File: src/rtl/multicycle_controller.sv
// Control unit for the RV32I multicycle core: Moore main FSM plus ALU and immediate decoders.
// Drives every datapath enable, mux select and the ALU operation from the state and instruction fields.
module multicycle_controller #(
    parameter logic [3:0] RESET_STATE = 4'd0
) (
    input  logic       clk,
    input  logic       reset,
    input  logic [6:0] op,
    input  logic [2:0] funct3,
    input  logic       funct7b5,
    input  logic       Zero,
    output logic       PCWrite,
    output logic       AdrSrc,
    output logic       MemWrite,
    output logic       IRWrite,
    output logic       RegWrite,
    output logic [1:0] ResultSrc,
    output logic [1:0] ALUSrcA,
    output logic [1:0] ALUSrcB,
    output logic [2:0] ImmSrc,
    output logic [2:0] ALUControl,
    output logic       instr_done,
    output logic       illegal_instr
);

    typedef enum logic [3:0] {
        FETCH    = 4'd0,
        DECODE   = 4'd1,
        MEMADR   = 4'd2,
        MEMREAD  = 4'd3,
        MEMWB    = 4'd4,
        MEMWRITE = 4'd5,
        EXECUTER = 4'd6,
        EXECUTEI = 4'd7,
        ALUWB    = 4'd8,
        JAL      = 4'd9,
        BRANCH   = 4'd10
    } state_t;

    localparam logic [6:0] OP_LW  = 7'b0000011;
    localparam logic [6:0] OP_SW  = 7'b0100011;
    localparam logic [6:0] OP_R   = 7'b0110011;
    localparam logic [6:0] OP_I   = 7'b0010011;
    localparam logic [6:0] OP_JAL = 7'b1101111;
    localparam logic [6:0] OP_BR  = 7'b1100011;

    state_t     state;
    state_t     next_state;
    state_t     eff_state;
    logic       pc_update;
    logic       branch;
    logic       take;
    logic [1:0] alu_op;
    logic       mem_write_raw;
    logic       ir_write_raw;
    logic       reg_write_raw;
    logic       done_raw;
    logic       illegal_raw;

    always_ff @(posedge clk or posedge reset) begin
        if (reset)
            state <= state_t'(RESET_STATE);
        else
            state <= next_state;
    end

    // While reset is held the selects follow FETCH; the enables are gated separately below.
    always_comb begin
        eff_state     = reset ? FETCH : state;
        next_state    = FETCH;
        pc_update     = 1'b0;
        branch        = 1'b0;
        alu_op        = 2'b00;
        AdrSrc        = 1'b0;
        mem_write_raw = 1'b0;
        ir_write_raw  = 1'b0;
        reg_write_raw = 1'b0;
        done_raw      = 1'b0;
        illegal_raw   = 1'b0;
        ResultSrc     = 2'b00;
        ALUSrcA       = 2'b00;
        ALUSrcB       = 2'b00;
        case (eff_state)
            FETCH: begin
                ir_write_raw = 1'b1;
                ALUSrcB      = 2'b10;
                ResultSrc    = 2'b10;
                pc_update    = 1'b1;
                next_state   = DECODE;
            end
            DECODE: begin
                ALUSrcA = 2'b01;
                ALUSrcB = 2'b01;
                case (op)
                    OP_LW, OP_SW: next_state = MEMADR;
                    OP_R:         next_state = EXECUTER;
                    OP_I:         next_state = EXECUTEI;
                    OP_JAL:       next_state = JAL;
                    OP_BR:        next_state = BRANCH;
                    default: begin
                        next_state  = FETCH;
                        illegal_raw = 1'b1;
                    end
                endcase
            end
            MEMADR: begin
                ALUSrcA    = 2'b10;
                ALUSrcB    = 2'b01;
                next_state = (op == OP_SW) ? MEMWRITE : MEMREAD;
            end
            MEMREAD: begin
                AdrSrc     = 1'b1;
                next_state = MEMWB;
            end
            MEMWB: begin
                ResultSrc     = 2'b01;
                reg_write_raw = 1'b1;
                done_raw      = 1'b1;
            end
            MEMWRITE: begin
                AdrSrc        = 1'b1;
                mem_write_raw = 1'b1;
                done_raw      = 1'b1;
            end
            EXECUTER: begin
                ALUSrcA    = 2'b10;
                alu_op     = 2'b10;
                next_state = ALUWB;
            end
            EXECUTEI: begin
                ALUSrcA    = 2'b10;
                ALUSrcB    = 2'b01;
                alu_op     = 2'b10;
                next_state = ALUWB;
            end
            ALUWB: begin
                reg_write_raw = 1'b1;
                done_raw      = 1'b1;
            end
            JAL: begin
                ALUSrcA    = 2'b01;
                ALUSrcB    = 2'b10;
                pc_update  = 1'b1;
                next_state = ALUWB;
            end
            BRANCH: begin
                ALUSrcA  = 2'b10;
                alu_op   = 2'b01;
                branch   = 1'b1;
                done_raw = 1'b1;
            end
            default: next_state = FETCH;
        endcase
    end

    always_comb begin
        case (funct3)
            3'b000:  take = Zero;
            3'b001:  take = ~Zero;
            default: take = 1'b0;
        endcase
    end

    assign PCWrite       = ~reset & (pc_update | (branch & take));
    assign MemWrite      = ~reset & mem_write_raw;
    assign IRWrite       = ~reset & ir_write_raw;
    assign RegWrite      = ~reset & reg_write_raw;
    assign instr_done    = ~reset & done_raw;
    assign illegal_instr = ~reset & illegal_raw;

    always_comb begin
        case (op)
            OP_LW, OP_I: ImmSrc = 3'b000;
            OP_SW:       ImmSrc = 3'b001;
            OP_BR:       ImmSrc = 3'b010;
            OP_JAL:      ImmSrc = 3'b011;
            default:     ImmSrc = 3'b000;
        endcase
    end

    // Only the R-type form (op[5] set) turns funct3 000 into a subtract.
    always_comb begin
        ALUControl = 3'b000;
        case (alu_op)
            2'b01: ALUControl = 3'b001;
            2'b10: begin
                case (funct3)
                    3'b000:  ALUControl = (op[5] & funct7b5) ? 3'b001 : 3'b000;
                    3'b010:  ALUControl = 3'b101;
                    3'b100:  ALUControl = 3'b100;
                    3'b110:  ALUControl = 3'b011;
                    3'b111:  ALUControl = 3'b010;
                    default: ALUControl = 3'b000;
                endcase
            end
            default: ALUControl = 3'b000;
        endcase
    end

endmodule

File: config.mk
export PLATFORM = sky130hd
export DESIGN_NAME = multicycle_controller
export DESIGN_NICKNAME = d
export VERILOG_FILES = /design/src/rtl/multicycle_controller.sv
export SDC_FILE = /design/constraint.sdc
export NUM_CORES = 1
export LEC_CHECK = 0
export ABC_AREA = 1
export CORE_AREA = 5 5 48 50
export CTS_CLUSTER_DIAMETER = 40
export DETAILED_ROUTE_END_ITERATION = 8
export DIE_AREA = 0 0 53 55
export GPL_TIMING_DRIVEN = 0
export PLACE_DENSITY_LB_ADDON = 0.3
export SLEW_MARGIN = 20
export SYNTH_ARGS = -nofsm -noshare
export SYNTH_HDL_FRONTEND = slang
export SYNTH_SLANG_ARGS = --single-unit
export TNS_END_PERCENT = 20
File: constraint.sdc
create_clock -name clk -period 2.1 [get_ports clk]
set_input_delay 0.525 -clock clk [delete_from_list [all_inputs] [get_ports clk]]
set_output_delay 0.525 -clock clk [all_outputs]
set_load 0.02 [all_outputs]
==> flow_metrics.tcl <==
set metrics [dict create \
    num-fill-cells 192 \
    stdcell_area_mm2 0.00112 \
    gp_congestion 0.882 \
    powerDensity_mw_per_mm2 275 \
    leakage_uw 0.000610 \
    setup_ws_ns -0.157 \
    dp_hpwl_um 1410 \
    period_share_pct 107 \
    synth-compound-area-share_pct 9.07 \
    antenna_found_initial 0 \
    pwr-share-comb_pct 40.9 \
    path_clk_slew_ns 0.04 \
    power_uw 307 \
    syn_nets 123 \
    clk_path_buf_depth 2 \
    die_y_um 55 \
    grt_pass1_wl_um 2950 \
    p_seq_share_pct 27.2 \
    vias_per_cell 4.61 \
    pwr-share-clk_pct 31.9 \
    stdcell_count 179 \
    grt_max_degree 7 \
    dieArea_mm2 0.00292 \
    core_mm2 0.00186 \
    cts_num_sinks 4 \
    cp.arrival_ns 1.73 \
    cts_root_buf "clkbuf_4" \
    cts_buffers 3 \
    status "finished, violations left" \
    regMostFlops "state" \
    dp.cells 165 \
    synthesis.area_um2 579 \
    synthAdderAreaFrac_pct 4.32 \
    hold_violations 0 \
    synth-main-ff-cell "dfrtp_1" \
    drt-initial-drc-count 12 \
    grt_overflow 0 \
    rows 16 \
    synthSimpleGateAreaFrac_pct 55.1 \
    drc 0 \
    irDropWorstVdd_mv 0.198 \
    portBuffers 31 \
    die_w_um 53 \
    hold_path.class "in -> async" \
    sw_frac_of_total_pct 35.4 \
    ios 33 \
    layout_common_cells "nand2_1 (28), buf_4 (15), nor2_1 (13)" \
    final_max_slew_viol_count 0 \
    vias 825 \
    grt_pass1_vias 781 \
    clk_latency_ns 0.24 \
    largestRegisters "state x4" \
    async_flop_share_pct 100 \
    timing.rr.start "state[1]$_DFF_PP0_" \
    post_synth.cell_area_avg_um2 5.41 \
    dpl_cell_area_um2 980 \
    gr-usage-all-layers_pct 13.6 \
    synth_warnings 0 \
    rsz0062_at_grt "yes" \
    violations "negative setup slack" \
    cap_violations 0 \
    regArea_um2 104 \
    initial_core_util_pct 31.1 \
    hold_buffers 0 \
    synth-seq-cells 4 \
    r2r_cells 7 \
    num_antenna_cells 0 \
    layout-drive-gt1-share_pct 40.1 \
    multi_input_area_um2 503 \
    start_kind "register" \
    largest_reg_flops 4 \
    worstPathRequired_ns 1.57 \
    nNetsFinal 170 \
    final_common_cell "nand2_1" \
    synth_top_family_by_area "simple AND/OR/NAND/NOR gates" \
    rrSetupSlack_ns 0.93 \
    synthCells 107 \
    max_freq_ghz 0.443 \
    crit_fanout 5 \
    fin_crit_ns 2.26 \
    regToRegEndpoint "state[1]$_DFF_PP0_" \
    cts_tree "done" \
    seq_area_frac_synth_pct 17.3 \
    htree_levels 1 \
    final.setup_skew_ns 0.00614 \
    crit_type "reg -> out" \
    synth_edf_count 0 \
    synth_mux_area_share_pct 0 \
    wl_per_cell_um 10.5 \
    area_growth_pct 93.1 \
    pre_cts_slack_ns -1.26 \
    drtPass1Iterations 4 \
    postRouteWirelength_um 1890 \
    p_sw_uw 109 \
    end_kind "primary output" \
    internal_power_uw 198 \
    final_antenna_net_count 0 \
    setup_viol 4 \
    ys_types 22 \
    synthXorXnorAreaFrac_pct 0 \
]
critical path, stage by stage, from the launching register on:
cell and delay (ns):
dfrtp_2 0.40, nand3b_4 0.19, nor2_4 0.15, inv_2 0.06
ha_4 0.22, nor2_4 0.08, nand2_2 0.08, nor3b_4 0.18
buf_6 0.14
logic make-up (layout without fill, tap and decap cells):
logic type                 after synthesis  after routing
AOI/OAI and AO/OA                        9              9
adders and majority gates                2              2
and+or+nand+nor                         71             71
DFF                                      4              4
buffers and inverters                   20             65
other                                    1              1
through the flow:
stage          hold slack (ns)  util [%]  setup TNS (ns)
2_1_floorplan            0.268         -               0
3_3_place_gp             0.660      52.6          -13.37
3_5_place_dp             0.670      52.6          -13.43
4_1_cts                  0.270      56.8          -0.353
5_1_grt                  0.278      60.1          -0.862
6_report                 0.273      60.1          -0.271
worst max-delay path by stage:
stage / from / to / slack, ns / depth (start not counted)
final: state[3]$_DFF_PP0_ / ALUControl[2] / -0.16 / 8
after CTS: state[0]$_DFF_PP0_ / ALUControl[2] / -0.18 / 8
after global placement: reset / ALUControl[2] / -1.25 / 10
after detailed placement: reset / ALUControl[2] / -1.26 / 10
after floorplan: reset / ALUControl[2] / 0.007 / 8
after global routing: state[2]$_DFF_PP0_ / ALUControl[2] / -0.25 / 8
Yosys cell counts (2+ instances only):
master | n | area [µm²]
a21oi_1 | 2 | 10.0
dfrtp_1 | 4 | 100
ha_1 | 2 | 25.0
inv_1 | 16 | 60.1
inv_2 | 3 | 11.3
nand2_1 | 32 | 120
nand2_2 | 2 | 12.5
nand3_1 | 9 | 45.0
nor2_1 | 19 | 71.3
nor2_2 | 4 | 25.0
o21ai_1 | 2 | 10.0
o22ai_1 | 2 | 12.5
power by group through the flow:
stage	Combinational [µW]	Sequential [µW]	Clock, µW
2_1_floorplan	60.5	83.2	0
3_3_place_gp	120	83.7	0
3_5_place_dp	122	83.8	0
4_1_cts	121	83.0	100
5_1_grt	138	83.6	108
6_report	125	83.6	98.0
metal layers:
metal  vias to the layer above  track usage [%]  share of wire (%)
li1                        426                -                  -
met4                         0             8.09                1.0
met1                       365             13.0                 39
met3                         2             2.41                7.4
met5                         -                0                  0
met2                        32             26.9                 53
area by class of cell:
| class | instances | area share, % |
|---|---|---|
| Multi-Input combinational cell | 83 | 45.0 |
| Sequential cell | 4 | 9.28 |
| Inverter | 19 | 7.05 |
| Timing Repair Buffer | 42 | 33.0 |
| Tap cell | 27 | 3.02 |
| Buffer | 1 | 0.671 |
| Clock buffer | 3 | 2.01 |
what timing repair did:
| item | in CTS | in global routing |
|---|---|---|
| setup endpoints to repair | 18 | 11 |
| gates resized for setup | 72 | 18 |
| buffers inserted | 8 | 3 |
| cloned | 0 | 0 |
| pin swaps | 5 | 4 |
No activity file was read; power rests on OpenSTA's default activity.
